`src/rtl/conv_seq_pkg.sv`:
```
// Shared types, constants and output saturation for the convolution frame sequencer.
// Define ABS_MAG_EN to map negative results to their magnitude instead of clamping them to zero.
package conv_seq_pkg;

  typedef enum logic [1:0] {IDLE, SCAN, DRAIN, FIN} state_e;

  localparam int IMG_W_DEF = 130;
  localparam int IMG_H_DEF = 130;
  localparam int RESULT_W  = 16;
  localparam int PIX_W     = 8;

  localparam logic signed [RESULT_W:0] PIX_MAX = 17'sd255;

  function automatic logic [PIX_W-1:0] sat8(input logic signed [RESULT_W-1:0] v);
    // One extra bit so that negating -32768 cannot overflow.
    logic signed [RESULT_W:0] w;
    w = {v[RESULT_W-1], v};
`ifdef ABS_MAG_EN
    if (w < 0) w = -w;
`else
    if (w < 0) w = '0;
`endif
    if (w > PIX_MAX) return {PIX_W{1'b1}};
    return w[PIX_W-1:0];
  endfunction

endpackage

```
`src/rtl/conv_tag_pipe.sv`:
```
// Fixed-depth 1-bit shift register that aligns a tag with a pipelined datapath.
module conv_tag_pipe #(
  parameter int unsigned DEPTH = 5
) (
  input  logic clk,
  input  logic reset,
  input  logic clear,
  input  logic din,
  output logic dout
);

  logic [DEPTH-1:0] sr;

  if (DEPTH == 1) begin : g_single
    always_ff @(posedge clk) begin
      if (reset || clear) sr <= '0;
      else                sr <= din;
    end
  end else begin : g_multi
    always_ff @(posedge clk) begin
      if (reset || clear) sr <= '0;
      else                sr <= {sr[DEPTH-2:0], din};
    end
  end

  assign dout = sr[DEPTH-1];

endmodule

```
`src/rtl/conv_frame_sequencer.sv`:
```
// Raster-scan frame controller for the 3x3 convolution path: read addressing, window tagging
// and dense result write-back. Build option ABS_MAG_EN selects magnitude output for negatives.
module conv_frame_sequencer
  import conv_seq_pkg::*;
#(
  parameter int IMG_W    = IMG_W_DEF,
  parameter int IMG_H    = IMG_H_DEF,
  parameter int ADDR_W   = 15,
  parameter int BRAM_LAT = 1,
  parameter int TREE_LAT = 4
) (
  input  logic              clk,
  input  logic              reset,
  input  logic              start,
  output logic              busy,
  output logic              done,
  output logic              rd_en,
  output logic [ADDR_W-1:0] rd_addr,
  output logic              win_en,
  input  logic [15:0]       tree_result,
  output logic              wr_en,
  output logic [ADDR_W-1:0] wr_addr,
  output logic [7:0]        wr_data
);

  localparam int unsigned PIPE_LAT = BRAM_LAT + TREE_LAT;
  localparam int unsigned COL_W    = $clog2(IMG_W);
  localparam int unsigned ROW_W    = $clog2(IMG_H);
  localparam int unsigned DRN_W    = $clog2(PIPE_LAT) + 1;
  localparam logic [ADDR_W-1:0] LAST_ADDR = ADDR_W'(IMG_W * IMG_H - 1);

  state_e            state;
  logic [COL_W-1:0]  col;
  logic [ROW_W-1:0]  row;
  logic [DRN_W-1:0]  drain_cnt;
  logic [ADDR_W-1:0] wr_cnt;
  logic              accept;
  logic              tag_in;
  logic              tag_out;

  assign accept = (state == IDLE) && start;
  // Columns 0/1 are masked so windows wrapping across a row boundary never produce a write.
  assign tag_in = (state == SCAN) && (row >= ROW_W'(2)) && (col >= COL_W'(2));

  always_ff @(posedge clk) begin
    if (reset) begin
      state     <= IDLE;
      busy      <= 1'b0;
      done      <= 1'b0;
      rd_en     <= 1'b0;
      win_en    <= 1'b0;
      rd_addr   <= '0;
      col       <= '0;
      row       <= '0;
      drain_cnt <= '0;
    end else begin
      done <= 1'b0;
      unique case (state)
        IDLE: begin
          if (start) begin
            state   <= SCAN;
            busy    <= 1'b1;
            rd_en   <= 1'b1;
            win_en  <= 1'b1;
            rd_addr <= '0;
            col     <= '0;
            row     <= '0;
          end
        end
        SCAN: begin
          if (rd_addr == LAST_ADDR) begin
            state     <= DRAIN;
            rd_en     <= 1'b0;
            drain_cnt <= '0;
          end else begin
            rd_addr <= rd_addr + 1'b1;
            if (col == COL_W'(IMG_W - 1)) begin
              col <= '0;
              row <= row + 1'b1;
            end else begin
              col <= col + 1'b1;
            end
          end
        end
        DRAIN: begin
          if (drain_cnt == DRN_W'(PIPE_LAT - 1)) begin
            state  <= FIN;
            win_en <= 1'b0;
            busy   <= 1'b0;
            done   <= 1'b1;
          end else begin
            drain_cnt <= drain_cnt + 1'b1;
          end
        end
        FIN: state <= IDLE;
        default: state <= IDLE;
      endcase
    end
  end

  conv_tag_pipe #(
    .DEPTH(PIPE_LAT)
  ) u_tag_pipe (
    .clk  (clk),
    .reset(reset),
    .clear(accept),
    .din  (tag_in),
    .dout (tag_out)
  );

  always_ff @(posedge clk) begin
    if (reset) begin
      wr_en   <= 1'b0;
      wr_addr <= '0;
      wr_data <= '0;
      wr_cnt  <= '0;
    end else begin
      wr_en <= tag_out;
      if (accept) begin
        wr_cnt <= '0;
      end else if (tag_out) begin
        wr_addr <= wr_cnt;
        wr_data <= sat8($signed(tree_result));
        wr_cnt  <= wr_cnt + 1'b1;
      end
    end
  end

endmodule
```
`config.mk`:
```
export PLATFORM = sky130hd
export DESIGN_NAME = conv_frame_sequencer
export DESIGN_NICKNAME = d
export VERILOG_FILES = /design/src/rtl/conv_seq_pkg.sv /design/src/rtl/conv_tag_pipe.sv /design/src/rtl/conv_frame_sequencer.sv
export SDC_FILE = /design/constraint.sdc
export NUM_CORES = 1
export LEC_CHECK = 0
export CELL_PAD_IN_SITES_DETAIL_PLACEMENT = 1
export CELL_PAD_IN_SITES_GLOBAL_PLACEMENT = 1
export CORE_UTILIZATION = 40
export CTS_CLUSTER_SIZE = 40
export DETAILED_ROUTE_END_ITERATION = 16
export PLACE_DENSITY_LB_ADDON = 0.1
export SLEW_MARGIN = 15
export SYNTH_ARGS = -nofsm -noshare
export SYNTH_HDL_FRONTEND = slang
export SYNTH_SLANG_ARGS = --single-unit
```
`constraint.sdc`:
```
create_clock -name clk -period 3.1 [get_ports clk]
set_clock_uncertainty 0.2 [all_clocks]
set_input_delay 0.62 -clock clk [delete_from_list [all_inputs] [get_ports clk]]
set_output_delay 0.62 -clock clk [all_outputs]
set_load 0.01 [all_outputs]
```
# == After elaboration in Yosys (flattened, before gate mapping) ==
# Cells that the tools add are included.
# word_totals
register_bits,84
elab_cells,86
out_inout_bits,43
# classes
magnitude_cmp,4
add_sub_neg,5
n_eq_ne,12
n_mux,33
bitwise_logic,2
n_reduce_logical,17
# op_table
cell,n
$mux 17,4
$mux 8,7
$pmux 8 s2,2
$add 15x1->15 const B,2
$mux 15,2
$pmux 15 s2,1
$gt 17x9->1 const B,1
$add 8x1->8 const B,2
$ge 8x2->1 const B,2
$lt 16x1->1 const B,1
$eq 15x15->1 const B,1
$reduce_and 3->1,5
$eq 8x8->1 const B,1
$mux 1,8
$mux 4,2
$ne 2x2->1 const B,4
$pmux 2 s4,1
$pmux 4 s2,1
$mux 2,3
$reduce_bool 2->1,3
$add 4x1->4 const B,1
$eq 2x2->1 const B,2
$eq 4x3->1 const B,1
$ne 2x1->1 const B,2
other kinds (9),14

# == Longest topological paths before layout ==
# Gate-level depths: netlist (run 1).
# logic_depth
ltp_word,11
depth_mapped,9
ltp_nobuf,6

# == By module ==
# From an unflattened synthesis (run 1), not the netlist that was laid out.
# unflattened
cells_unflattened,455
hier_area_um2,3941.3
# by_module_without_submodules
module,area_each_um2,seq_area_each_um2,cells_each,n_inst
conv_frame_sequencer,3803.6,1581.5,445,1
conv_tag_pipe,137.6,100.1,10,1

# == Least setup slack after synthesis (run 1) ==
# Ideal clock, no wire load.
# synth_path
path_type,register to register
startpoint,register state[1]
endpoint,register row[6]
setup_slack_ns,0.898
setup_time_ns,0.072
stages_incl_launch_ff,10
n_path_buf,3
synth_period_minus_slack_ns,2.202
t_required_ns,2.828
arrival_time_ns,1.931
cell_sequence,dfxtp_1 > inv_1 > ha_1 > buf_2 > and3b_1 > and4_1 > buf_2 > buf_2 > nor4b_1 > mux2i_1
# synth_via
elab_chain_len,3
elab_cells_between_ends,8
classes_between,eq/ne (4); mux (1); reduce/logical (3)
# synth_rtl
item,line,text
start: declaration,conv_frame_sequencer.sv:32,state_e state;
start signal: assignment,conv_frame_sequencer.sv:47,state <= IDLE;
start signal: assignment,conv_frame_sequencer.sv:61,state <= SCAN;
start signal: assignment,conv_frame_sequencer.sv:72,state <= DRAIN;
$eq 2x1->1 / $logic_not 2->1 (equally long branches),conv_frame_sequencer.sv:58,unique case (state)
$ne 2x1->1 (no line) (tied with other cells),n/a,
$reduce_and 4->1 (no line),n/a,
end signal: assignment,conv_frame_sequencer.sv:79,row <= row + 1'b1;
end: declaration,conv_frame_sequencer.sv:34,logic [ROW_W-1:0] row;
# Several ways; a longest one is shown, not always the timed one.
# A chain may end at the register's enable or synchronous reset.

# == Final worst setup path (run 1) ==
# layout_path
startpoint,input start
endpoint,register col[5]
# layout_via
elab_chain_len,2
# layout_rtl
item,line,text
start: declaration,conv_frame_sequencer.sv:14,"input logic start,"
$ne 2x2->1 (no line),n/a,
$reduce_and 3->1 (no line),n/a,
end signal: assignment,conv_frame_sequencer.sv:81,col <= col + 1'b1;
end: declaration,conv_frame_sequencer.sv:33,logic [COL_W-1:0] col;
# No other way between the ends.

==> Implementation_results.wiki, run 1 <==
{| class="wikitable"
! Metric !! Value
|-
| Total clock sinks || 84
|-
| Master of the slowest instance on the critical path || sky130_fd_sc_hd__clkdlybuf4s50_1
|-
| Port bufs || 61
|-
| Std-Cell Core Area || 9420 um2
|-
| Data arrival time of the worst path || around 2.5 ns
|-
| Most frequent cell on the critical path || sky130_fd_sc_hd__or3_1
|-
| Asr flop ratio synth || 0%
|-
| Iteration count of the initial detailed-routing pass || 4
|-
| Nets || between 500 and 600
|-
| Residual antenna-violating net count after detailed routing || 0
|-
| Number of max-slew violations in the final report || 0
|-
| Flop-to-flop setup slack || 0.67 ns
|-
| Area added between synthesis and finish || 25.0%
|-
| Clock-pin slew of the registers on the worst-case setup and hold paths || about 0.080 ns
|-
| Worst IR drop on VDD || ~330 uV
|-
| Std-Cell Rows || 35
|-
| Die X-Extent || 101 um
|-
| Total routed wirelength || ~11000 um
|-
| Timing startpoint of the critical path || start
|-
| P_leak || roughly 1.7 nW
|-
| Synth top area cells || sky130_fd_sc_hd__dfxtp_1 (43%), sky130_fd_sc_hd__a21oi_1 (7.1%), sky130_fd_sc_hd__nand2_1 (5.0%)
|-
| Area share of the leading cell type in the synthesized netlist || about 43%
|-
| Diode insertion count for antenna repair || 0
|-
| Count of fill cells added during filler insertion || around 1100
|-
| Core Util, Final || a little over half
|-
| Starting DRC count in detailed routing || around 140
|-
| Synth warnings || 0
|-
| Chip Height || 101 um
|-
| Antenna violations before repair || 0
|-
| Largest net degree at the start of global routing || 24
|-
| Count of boundary I/O pins || slightly above 60
|-
| Routed len/inst || 16.0 um
|-
| CP cell instances || clkdlybuf4s50_1 -> mux2i_1 -> buf_4 -> or3_1 -> or3_1 -> a21oi_1
|-
| Critical path startpoint category || input port
|-
| Critical-path maximum fanout || 7
|-
| Worst slew margin relative to its limit || a little under three fifths
|-
| Final HPWL DP || 7780 um
|-
| Vias per cell || around 5.6
|-
| Minimum clock period || around 2.4 ns
|-
| Placement-stage worst setup slack || approximately 0.33 ns
|-
| Register bit count reported by yosys || 84
|-
| Residual DRC || 0
|-
| Vias in the first global route || 3694
|-
| Final Setup Violations || 0
|-
| Maximum clock insertion buffer count || 2
|-
| Synth Net Count || 491
|-
| Full die area || 10300 um2
|-
| Setup Crit Path Kind || input port to flip-flop
|-
| Type of element capturing the critical path || flip-flop
|-
| Achievable clock frequency || 0.410 GHz
|-
| RSZ-0062 raised after global routing || false
|-
| TritonCTS clock tree || done
|-
| Reg2reg start || state[1]
|-
| Hold depth || 1
|-
| Fin crit share || between 70% and 80%
|-
| Layout cells sized above 1 || roughly 7.6%
|-
| Weighted congestion at the end of routability-driven global placement || 0.817
|-
| Hold buffer count at cts || 0
|-
| Number of enable-type register cells in the synthesized netlist || 0
|-
| Beginning of the worst hold path || u_tag_pipe.sr[2]
|-
| Netlist Area Pre-Place || about 4000 um2
|-
| Setup bufs post-CTS || 0
|-
| Status || completed
|-
| Min-delay worst type || flip-flop to flip-flop
|-
| Mean instance size in the synthesized netlist || approximately 8.6 um2
|-
| Proportion of synthesized chip area in sequential cells || a little over two fifths
|-
| Area taken by flip-flops and latches || between 1500 and 2000 um2
|-
| Final-report hold violation count || 0
|-
| Resized Gates After CTS || 0
|-
| MaxCap Viol Count || 0
|-
| Netlist cell types || 53
|-
| Congestion Overflow GR || 0
|-
| Highest-count cells in the layout ignoring fill and taps || sky130_fd_sc_hd__dfxtp_1 (84), sky130_fd_sc_hd__clkdlybuf4s50_1 (61), sky130_fd_sc_hd__a21oi_1 (56), sky130_fd_sc_hd__nand2_1 (53), sky130_fd_sc_hd__o21ai_0 (30)
|-
| Critical path endpoint || col[5]
|-
| Slack of the critical path || around 0.66 ns
|-
| Worst EP required || ~3.2 ns
|-
| Initial Util || a little over two fifths
|-
| Delay contributed by the slowest stage of the critical path || ~0.6 ns
|-
| Number of buffers created by CTS || 9
|-
| Overall Global Routing Usage || a little over a fifth
|-
| Worst-Margin Slew || around 0.65 ns
|-
| Worst hold slack || approximately 0.24 ns
|-
| Commonest non-fill, non-tap cell in the layout || sky130_fd_sc_hd__dfxtp_1
|-
| Htree depth || 3
|-
| Post-synthesis cell count || ~460
|-
| FF-to-FF path depth || 7
|-
| Wire length of the first global-routing pass || around 18000 um
|-
| Reg-to-reg critical path endpoint || col[3]
|-
| Largest area contributor in the netlist || sky130_fd_sc_hd__dfxtp_1
|-
| Via Count || roughly 3700
|-
| Setup tns final || 0 ns
|-
| Power per cell area || roughly 540 nW/um2
|-
| Area used by multi-input combinational logic || roughly 2100 um2
|-
| Later-pin clock latency in the skew report || between 0.3 and 0.4 ns
|-
| Clock root buffer || sky130_fd_sc_hd__clkbuf_8
|-
| Most used flip-flop cell after synthesis || sky130_fd_sc_hd__dfxtp_1
|}
flip-flops by register name, summed over array words and instances (netlist names):
| register | flops |
|---|---|
| row | 8 |
| wr_addr | 15 |
| done | 1 |
| wr_data | 8 |
| state | 2 |
| wr_en | 1 |
| win_en | 1 |
| col | 8 |
| wr_cnt | 15 |
| rd_en | 1 |
| u_tag_pipe.sr | 5 |
| rd_addr | 15 |
| drain_cnt | 4 |
per-stage QoR:
step | cells | power [mW] | area [um2]
after floorplan | 459 | 1.63 | 3950
after global placement | 642 | 1.87 | 4740
after detailed placement | 642 | 1.90 | 4740
after CTS | 658 | 2.71 | 4940
after global routing | 658 | 2.85 | 4940
final | 658 | 2.68 | 4940
worst max-delay path, delay by kind of cell:
family	cells	cell delay, ns
AOI/OAI and AO/OA	1	0.16
muxes	1	0.21
and+or+nand+nor	2	0.69
buffers and inverters	2	0.82
power breakdown:
group	total, mW	internal [mW]	switching, mW
Combinational	0.712	0.271	0.441
Clock	0.796	0.380	0.417
Sequential	1.17	1.12	0.0495
synthesized netlist by cell type, types with 9 or more instances:
cell	number
sky130_fd_sc_hd__a21oi_1	56
sky130_fd_sc_hd__and4_1	10
sky130_fd_sc_hd__clkbuf_1	15
sky130_fd_sc_hd__dfxtp_1	84
sky130_fd_sc_hd__ha_1	13
sky130_fd_sc_hd__inv_1	14
sky130_fd_sc_hd__nand2_1	53
sky130_fd_sc_hd__nand2b_1	12
sky130_fd_sc_hd__nand3_1	17
sky130_fd_sc_hd__nand4_1	16
sky130_fd_sc_hd__nor2_1	24
sky130_fd_sc_hd__o21ai_0	30
sky130_fd_sc_hd__o31ai_1	9
sky130_fd_sc_hd__or3_1	14
sky130_fd_sc_hd__or4_1	11
sky130_fd_sc_hd__xor2_1	12
area by class of cell:
type | count | area share (%)
timing repair buffer | 74 | 14.3
clock buffer | 10 | 2.58
clock inverter | 6 | 1.47
tap | 129 | 3.27
multi-input combinational | 341 | 43.2
sequential | 84 | 34.1
inverter | 14 | 1.06
how the worst min path moves through the flow:
stage	endpoint	slack, ns
6_report	u_tag_pipe.sr[3]	0.24
4_1_cts	u_tag_pipe.sr[3]	0.24
3_3_place_gp	u_tag_pipe.sr[3]	0.21
5_1_grt	u_tag_pipe.sr[4]	0.26
3_5_place_dp	u_tag_pipe.sr[3]	0.22
2_1_floorplan	u_tag_pipe.sr[1]	0.21
metal layers:
| layer | track usage (%) | up-vias | wire (um) | share of wire [%] |
|---|---|---|---|---|
| met5 | 0 | - | 0 | 0 |
| met4 | 4.01 | 0 | 58 | 0.55 |
| met3 | 4.83 | 5 | 283 | 2.7 |
| met2 | 37.0 | 48 | 5070 | 48 |
| met1 | 28.2 | 1827 | 5100 | 49 |
| li1 | - | 1804 | - | - |
cell families (layout without fill, tap and decap cells):
group	after synthesis	after routing	share of synthesized area (%)
mux	5	5	1.30
simple gates	193	193	27.6
buf+inv	34	104	3.42
compound gates	116	116	17.9
xor+xnor	14	14	3.10
fa+ha+maj	13	13	4.12
flops	84	84	42.6
Note: power is estimated with default switching activity, not from simulation.
==> run 2, diff against run 1 <==
Settings changed: CORE_UTILIZATION 40 to 36.
Clock period 3.1 ns to 2.19 ns, I/O delays scaled along.
==> Implementation_results.wiki, run 2 (synthesized netlist as in run 1, its figures left out) <==
{| class="wikitable"
! Metric !! Value
|-
| Total clock sinks || 84 (unchanged)
|-
| Most frequent cell on the critical path || sky130_fd_sc_hd__buf_4
|-
| Full die area || 11400 um2 (+11%)
|-
| Clock root buffer || sky130_fd_sc_hd__clkbuf_8
|-
| Initial Util || 37.8% (-4.2 points)
|-
| Power per cell area || 784 nW/um2 (+44%)
|-
| Critical-path maximum fanout || 9 (+2)
|-
| Vias per cell || 5.34 (-4.7%)
|-
| Residual DRC || 0 (unchanged)
|-
| Commonest non-fill, non-tap cell in the layout || sky130_fd_sc_hd__dfxtp_1
|-
| Minimum clock period || around 2.1 ns
|-
| Setup Crit Path Kind || flip-flop to flip-flop
|-
| Chip Height || 107 um (+5.3%)
|-
| Std-Cell Rows || 37 (+5.7%)
|-
| Largest registers in the final layout || rd_addr x15, wr_addr x15, wr_cnt x15
|-
| Worst hold slack || 0.224 ns (-0.0133 ns)
|-
| CP cell instances || buf_4 -> ha_4 -> and3b_1 -> and4_4 -> buf_4 -> buf_4 -> or3_1 -> a21oi_1
|-
| Layout cells sized above 1 || 17.2% (+9.7 points)
|-
| Starting DRC count in detailed routing || 108 (-24%)
|-
| Delay contributed by the slowest stage of the critical path || 0.35 ns (-0.26 ns)
|-
| Flop-to-flop setup slack || 0.06 ns (-0.61 ns)
|-
| Largest net degree at the start of global routing || 17 (-29%)
|-
| Beginning of the worst hold path || u_tag_pipe.sr[3]
|-
| Cell family contributing the most delay on the critical path || simple AND/OR/NAND/NOR gates
|-
| Timing startpoint of the critical path || state[0]
|-
| Area added between synthesis and finish || 37.2%
|-
| Master of the slowest instance on the critical path || sky130_fd_sc_hd__or3_1
|-
| Hold depth || 1 (unchanged)
|-
| Iteration count of the initial detailed-routing pass || 4 (unchanged)
|-
| FF-to-FF path depth || 8 (+1)
|-
| Final Setup Violations || 0 (unchanged)
|-
| Overall Global Routing Usage || 20.7% (-0.93 points)
|-
| Worst-Margin Slew || 0.440 ns (-0.215 ns)
|-
| Data arrival time of the worst path || 2.23 ns (-0.28 ns)
|-
| Status || completed
|-
| Diode insertion count for antenna repair || 0 (unchanged)
|-
| Std-Cell Core Area || 10500 um2 (+11%)
|-
| TritonCTS clock tree || done
|-
| Routed len/inst || 15.6 um (-2.2%)
|-
| Number of max-slew violations in the final report || 0 (unchanged)
|-
| Highest-count cells in the layout ignoring fill and taps || sky130_fd_sc_hd__dfxtp_1 (83), sky130_fd_sc_hd__clkdlybuf4s50_1 (60), sky130_fd_sc_hd__buf_4 (57), sky130_fd_sc_hd__a21oi_1 (55), sky130_fd_sc_hd__nand2_1 (53)
|-
| Hold Path Sink || u_tag_pipe.sr[4]
|-
| Final-report hold violation count || 0 (unchanged)
|-
| Number of buffers created by CTS || 9 (unchanged)
|-
| Placement-stage worst setup slack || -0.336 ns (-0.671 ns)
|-
| Worst IR drop on VDD || 438 uV (+33%)
|-
| MaxCap Viol Count || 0 (unchanged)
|-
| Final HPWL DP || 8240 um (+5.9%)
|-
| Wire length of the first global-routing pass || 18900 um (+6.1%)
|-
| Fin crit share || between 90% and 100%
|-
| Antenna violations before repair || 0 (unchanged)
|-
| Buffering stage count on the worst path with inverters included || 3 (+1)
|-
| Reg2reg start || state[0]
|-
| Total routed wirelength || 11100 um (+5.7%)
|-
| Reg-to-reg critical path endpoint || col[7]
|-
| Min-delay worst type || flip-flop to flip-flop
|-
| Maximum clock insertion buffer count || 2 (unchanged)
|-
| Port bufs || 61 (unchanged)
|-
| Vias in the first global route || 3911 (+5.9%)
|-
| Weighted congestion at the end of routability-driven global placement || 0.820 (+0.34%)
|-
| Worst slew margin relative to its limit || 70.6% (+15 points)
|-
| Clock-pin slew of the registers on the worst-case setup and hold paths || 0.09 ns (about the same)
|-
| Slack of the critical path || 0.0575 ns (-0.603 ns)
|-
| Later-pin clock latency in the skew report || 0.37 ns (+0.02 ns)
|-
| Htree depth || 3 (unchanged)
|-
| Hold buffer count at cts || 0 (unchanged)
|-
| Die X-Extent || 107 um (+5.3%)
|-
| Residual antenna-violating net count after detailed routing || 0 (unchanged)
|-
| Critical path startpoint category || flip-flop
|-
| P_leak || 1.92 nW (+16%)
|-
| Congestion Overflow GR || 0 (unchanged)
|-
| Worst EP required || 2.29 ns (-0.88 ns)
|-
| Via Count || 3794 (+3.0%)
|-
| Count of boundary I/O pins || 62 (unchanged)
|-
| Achievable clock frequency || approximately 0.47 GHz
|-
| Type of element capturing the critical path || flip-flop
|-
| Nets || 602 (+8.3%)
|}
-- run 2: per-stage QoR --
| stage | std cells | setup TNS (ns) | util, % | instance area [um2] | total power [mW] |
|---|---|---|---|---|---|
| 3_5_place_dp | 692 | -4.57 | 48.6 | 5090 | 2.92 |
| 3_3_place_gp | 692 | -3.51 | 48.6 | 5090 | 2.87 |
| 6_report | 711 | 0 | 51.8 | 5420 | 4.25 |
| 4_1_cts | 708 | 0 | 51.0 | 5330 | 4.20 |
| 5_1_grt | 711 | -0.0389 | 51.8 | 5420 | 4.49 |
| 2_1_floorplan | 459 | 0 | - | 3960 | 2.31 |
-- run 2: repair_timing --
action                                  in CTS  in global routing
endpoints found under the setup margin      15                 15
resized for setup                            7                 14
pin swaps                                    0                  7
gates cloned                                 0                  0
setup buffers                                0                  3
-- run 2: how the worst max path moves through the flow --
stage	slack (ns)	to	cells past startpoint
after floorplan	0.05	row[6]	9
after global placement	-0.30	col[5]	6
after detailed placement	-0.34	col[7]	5
after CTS	0.03	drain_cnt[3]	7
after global routing	-0.01	row[6]	7
final	0.06	col[7]	8
-- run 2: area by class of cell --
| type | instances | area [um2] |
|---|---|---|
| tap | 136 | 170 |
| clock inverter | 5 | 85.1 |
| timing repair buffer | 120 | 1070 |
| sequential | 84 | 1680 |
| fill | 1260 | 5040 |
| clock buffer | 11 | 131 |
| multi-input combinational | 341 | 2220 |
| inverter | 14 | 52.6 |
-- run 2: per-layer routing --
| layer | part of all wire [%] | routed length, um | track usage (%) | vias to the layer above |
|---|---|---|---|---|
| li1 | - | - | - | 1885 |
| met1 | 49 | 5490 | 27.4 | 1837 |
| met5 | 0 | 0 | 0 | - |
| met2 | 46 | 5070 | 33.2 | 60 |
| met3 | 3.7 | 413 | 4.80 | 12 |
| met4 | 1.2 | 138 | 7.05 | 0 |
-- run 2: worst reg2reg max path: stages, from the launching register on --
cell and delay [ns]:
sky130_fd_sc_hd__dfxtp_2 0.33, sky130_fd_sc_hd__buf_4 0.13, sky130_fd_sc_hd__ha_4 0.17, sky130_fd_sc_hd__and3b_1 0.20
sky130_fd_sc_hd__and4_4 0.23, sky130_fd_sc_hd__buf_4 0.16, sky130_fd_sc_hd__buf_4 0.16, sky130_fd_sc_hd__or3_1 0.35
sky130_fd_sc_hd__a21oi_1 0.14
-- run 2: power breakdown --
group | switching [mW] | internal (mW)
clock network | 0.613 | 0.650
registers | 0.0443 | 1.59
logic | 0.720 | 0.627
total | 1.38 | 2.87
==> run 3, diff against run 2 <==
--- a/constraint.sdc
+++ b/constraint.sdc
@@ -3,3 +3,3 @@
 set_input_delay 0.438 -clock clk [delete_from_list [all_inputs] [get_ports clk]]
 set_output_delay 0.438 -clock clk [all_outputs]
-set_load 0.01 [all_outputs]
+set_load 0.02 [all_outputs]
==> Implementation_results.wiki, run 3 (synthesized netlist as in run 1, its figures left out) <==
{| class="wikitable"
! Metric !! Value
|-
| Total routed wirelength || 11100 um (+0.19%)
|-
| Setup tns final || 0 ns (unchanged)
|-
| Placement-stage worst setup slack || -0.336 ns (unchanged)
|-
| Area used by multi-input combinational logic || 2220 um2 (unchanged)
|-
| Largest net degree at the start of global routing || 17 (unchanged)
|-
| Worst slew margin relative to its limit || 70.6% (unchanged)
|-
| Count of boundary I/O pins || 62 (unchanged)
|-
| Maximum clock insertion buffer count || 2 (unchanged)
|-
| Post-layout power || 4.27 mW (+0.58%)
|-
| Type of element capturing the critical path || output pin
|-
| Final design instance area without fill || 5420 um2 (about the same)
|-
| Vias in the first global route || 3916 (+0.13%)
|-
| Via Count || 3797 (+0.079%)
|-
| Minimum clock period || 2.14 ns (+0.00459 ns)
|-
| Number of buffers created by CTS || 9 (unchanged)
|-
| Wire length of the first global-routing pass || 18900 um (+0.14%)
|-
| Worst IR drop on VDD || 455 uV (+3.9%)
|-
| Antenna violations before repair || 0 (unchanged)
|-
| Weighted congestion at the end of routability-driven global placement || 0.820 (unchanged)
|-
| Congestion Overflow GR || 0 (unchanged)
|-
| Area taken by flip-flops and latches || 1680 um2 (unchanged)
|-
| Port bufs || 61 (unchanged)
|-
| Final-report hold violation count || 0 (unchanged)
|-
| Hold buffer count at cts || 0 (unchanged)
|-
| Number of max-slew violations in the final report || 0 (unchanged)
|-
| Overall Global Routing Usage || 20.8% (+0.026 points)
|-
| Fin crit share || 97.6% (+0.21 points)
|-
| Count of fill cells added during filler insertion || 1259 (-0.079%)
|-
| MaxCap Viol Count || 0 (unchanged)
|-
| Worst-Margin Slew || 0.440 ns (unchanged)
|-
| Residual antenna-violating net count after detailed routing || 0 (unchanged)
|-
| Std-Cell Core Area || 10500 um2 (unchanged)
|-
| Htree depth || 3 (unchanged)
|-
| Routed len/inst || 15.7 um (+0.19%)
|-
| Later-pin clock latency in the skew report || 0.37 ns (about the same)
|-
| Nets || 602 (unchanged)
|-
| Worst EP required || 1.55 ns (-0.74 ns)
|-
| Layout cells sized above 1 || 17.2% (unchanged)
|-
| Largest registers in the final layout || rd_addr x15, wr_addr x15, wr_cnt x15
|-
| Placed Instance Area || 5090 um2 (unchanged)
|-
| Initial Util || 37.8% (unchanged)
|-
| Vias per cell || 5.34 (about the same)
|-
| Total clock sinks || 84 (unchanged)
|-
| Area added between synthesis and finish || 37.2% (about the same)
|-
| Commonest non-fill, non-tap cell in the layout || sky130_fd_sc_hd__dfxtp_1
|-
| Final Setup Violations || 0 (unchanged)
|-
| TritonCTS clock tree || done
|-
| Std-Cell Rows || 37 (unchanged)
|-
| Diode insertion count for antenna repair || 0 (unchanged)
|-
| Final HPWL DP || 8240 um (unchanged)
|-
| Min-delay worst type || flip-flop to flip-flop
|-
| Highest-count cells in the layout ignoring fill and taps || sky130_fd_sc_hd__dfxtp_1 (83), sky130_fd_sc_hd__buf_4 (57), sky130_fd_sc_hd__a21oi_1 (55), sky130_fd_sc_hd__clkdlybuf4s50_1 (55), sky130_fd_sc_hd__nand2_1 (53)
|-
| Critical-path maximum fanout || 5 (-4)
|-
| Chip Height || 107 um (unchanged)
|-
| Full die area || 11400 um2 (unchanged)
|-
| Achievable clock frequency || 0.468 GHz (-0.21%)
|-
| Slack of the critical path || 0.0529 ns (-0.00459 ns)
|-
| Flop-to-flop setup slack || 0.06 ns (about the same)
|-
| Starting DRC count in detailed routing || 108 (unchanged)
|-
| Clock-pin slew of the registers on the worst-case setup and hold paths || 0.09 ns (about the same)
|-
| Clock root buffer || sky130_fd_sc_hd__clkbuf_8
|-
| Iteration count of the initial detailed-routing pass || 4 (unchanged)
|-
| Critical path startpoint category || flip-flop
|-
| P_leak || 1.97 nW (+2.7%)
|-
| Setup Crit Path Kind || flip-flop to output pin
|-
| Residual DRC || 0 (unchanged)
|-
| Power per cell area || 788 nW/um2 (+0.56%)
|-
| Die X-Extent || 107 um (unchanged)
|-
| Status || completed
|-
| Data arrival time of the worst path || 1.50 ns (-0.73 ns)
|}
run 3: cell types whose count changed in the layout (fill, tap and decap cells not counted), sizes merged:
| cell | before | now |
|---|---|---|
| clkdlybuf4s50 | 60 | 55 |
| dlymetal6s2s | 1 | 3 |
| dlygate4sd2 | 0 | 3 |
run 3: what timing repair did:
| item | CTS | global route |
|---|---|---|
| setup buffers | 0 | 3 |
| pin swaps | 0 | 7 |
| gates resized for setup | 10 | 16 |
| setup endpoints to repair | 18 | 18 |
run 3: layout make-up:
class                      count  area share [%]
inverter                      14           0.970
tap                          136            3.14
timing repair buffer         120            19.8
multi-input combinational    341            41.0
clock inverter                 5            1.57
sequential                    84            31.0
clock buffer                  11            2.42
run 3: routing by layer:
| layer | global-route usage (%) | vias to the layer above | routed length, um |
|---|---|---|---|
| li1 | - | 1885 | - |
| met1 | 27.4 | 1842 | 5530 |
| met2 | 33.3 | 58 | 5070 |
| met3 | 4.80 | 12 | 402 |
| met4 | 7.05 | 0 | 138 |
| met5 | 0 | - | 0 |
run 3: power by group:
part	switching (mW)	total [mW]	internal, mW
combinational	0.743	1.37	0.627
sequential	0.0443	1.64	1.59
clock	0.615	1.27	0.650
run 3: worst max-delay path, cell delays in order, from the launching register on:
cell and delay [ns]:
sky130_fd_sc_hd__dfxtp_1 0.36, sky130_fd_sc_hd__buf_4 0.16, sky130_fd_sc_hd__clkdlybuf4s50_1 0.61
run 3: per-stage QoR:
| stage | cells | utilization (%) | hold slack [ns] |
|---|---|---|---|
| after CTS | 708 | 50.9 | 0.229 |
| after floorplan | 459 | - | 0.206 |
| final | 711 | 51.8 | 0.224 |
| after global routing | 711 | 51.8 | 0.255 |
| after global placement | 692 | 48.6 | 0.215 |
| after detailed placement | 692 | 48.6 | 0.215 |
run 3: path summary, 6_finish.rpt:
check,start,endpoint,depth (start not counted)
worst max-delay path,rd_addr[3],rd_addr[3],2
worst min-delay path,u_tag_pipe.sr[3],u_tag_pipe.sr[4],1
worst max register to register,state[0],col[7],8
worst min register to register,u_tag_pipe.sr[3],u_tag_pipe.sr[4],1
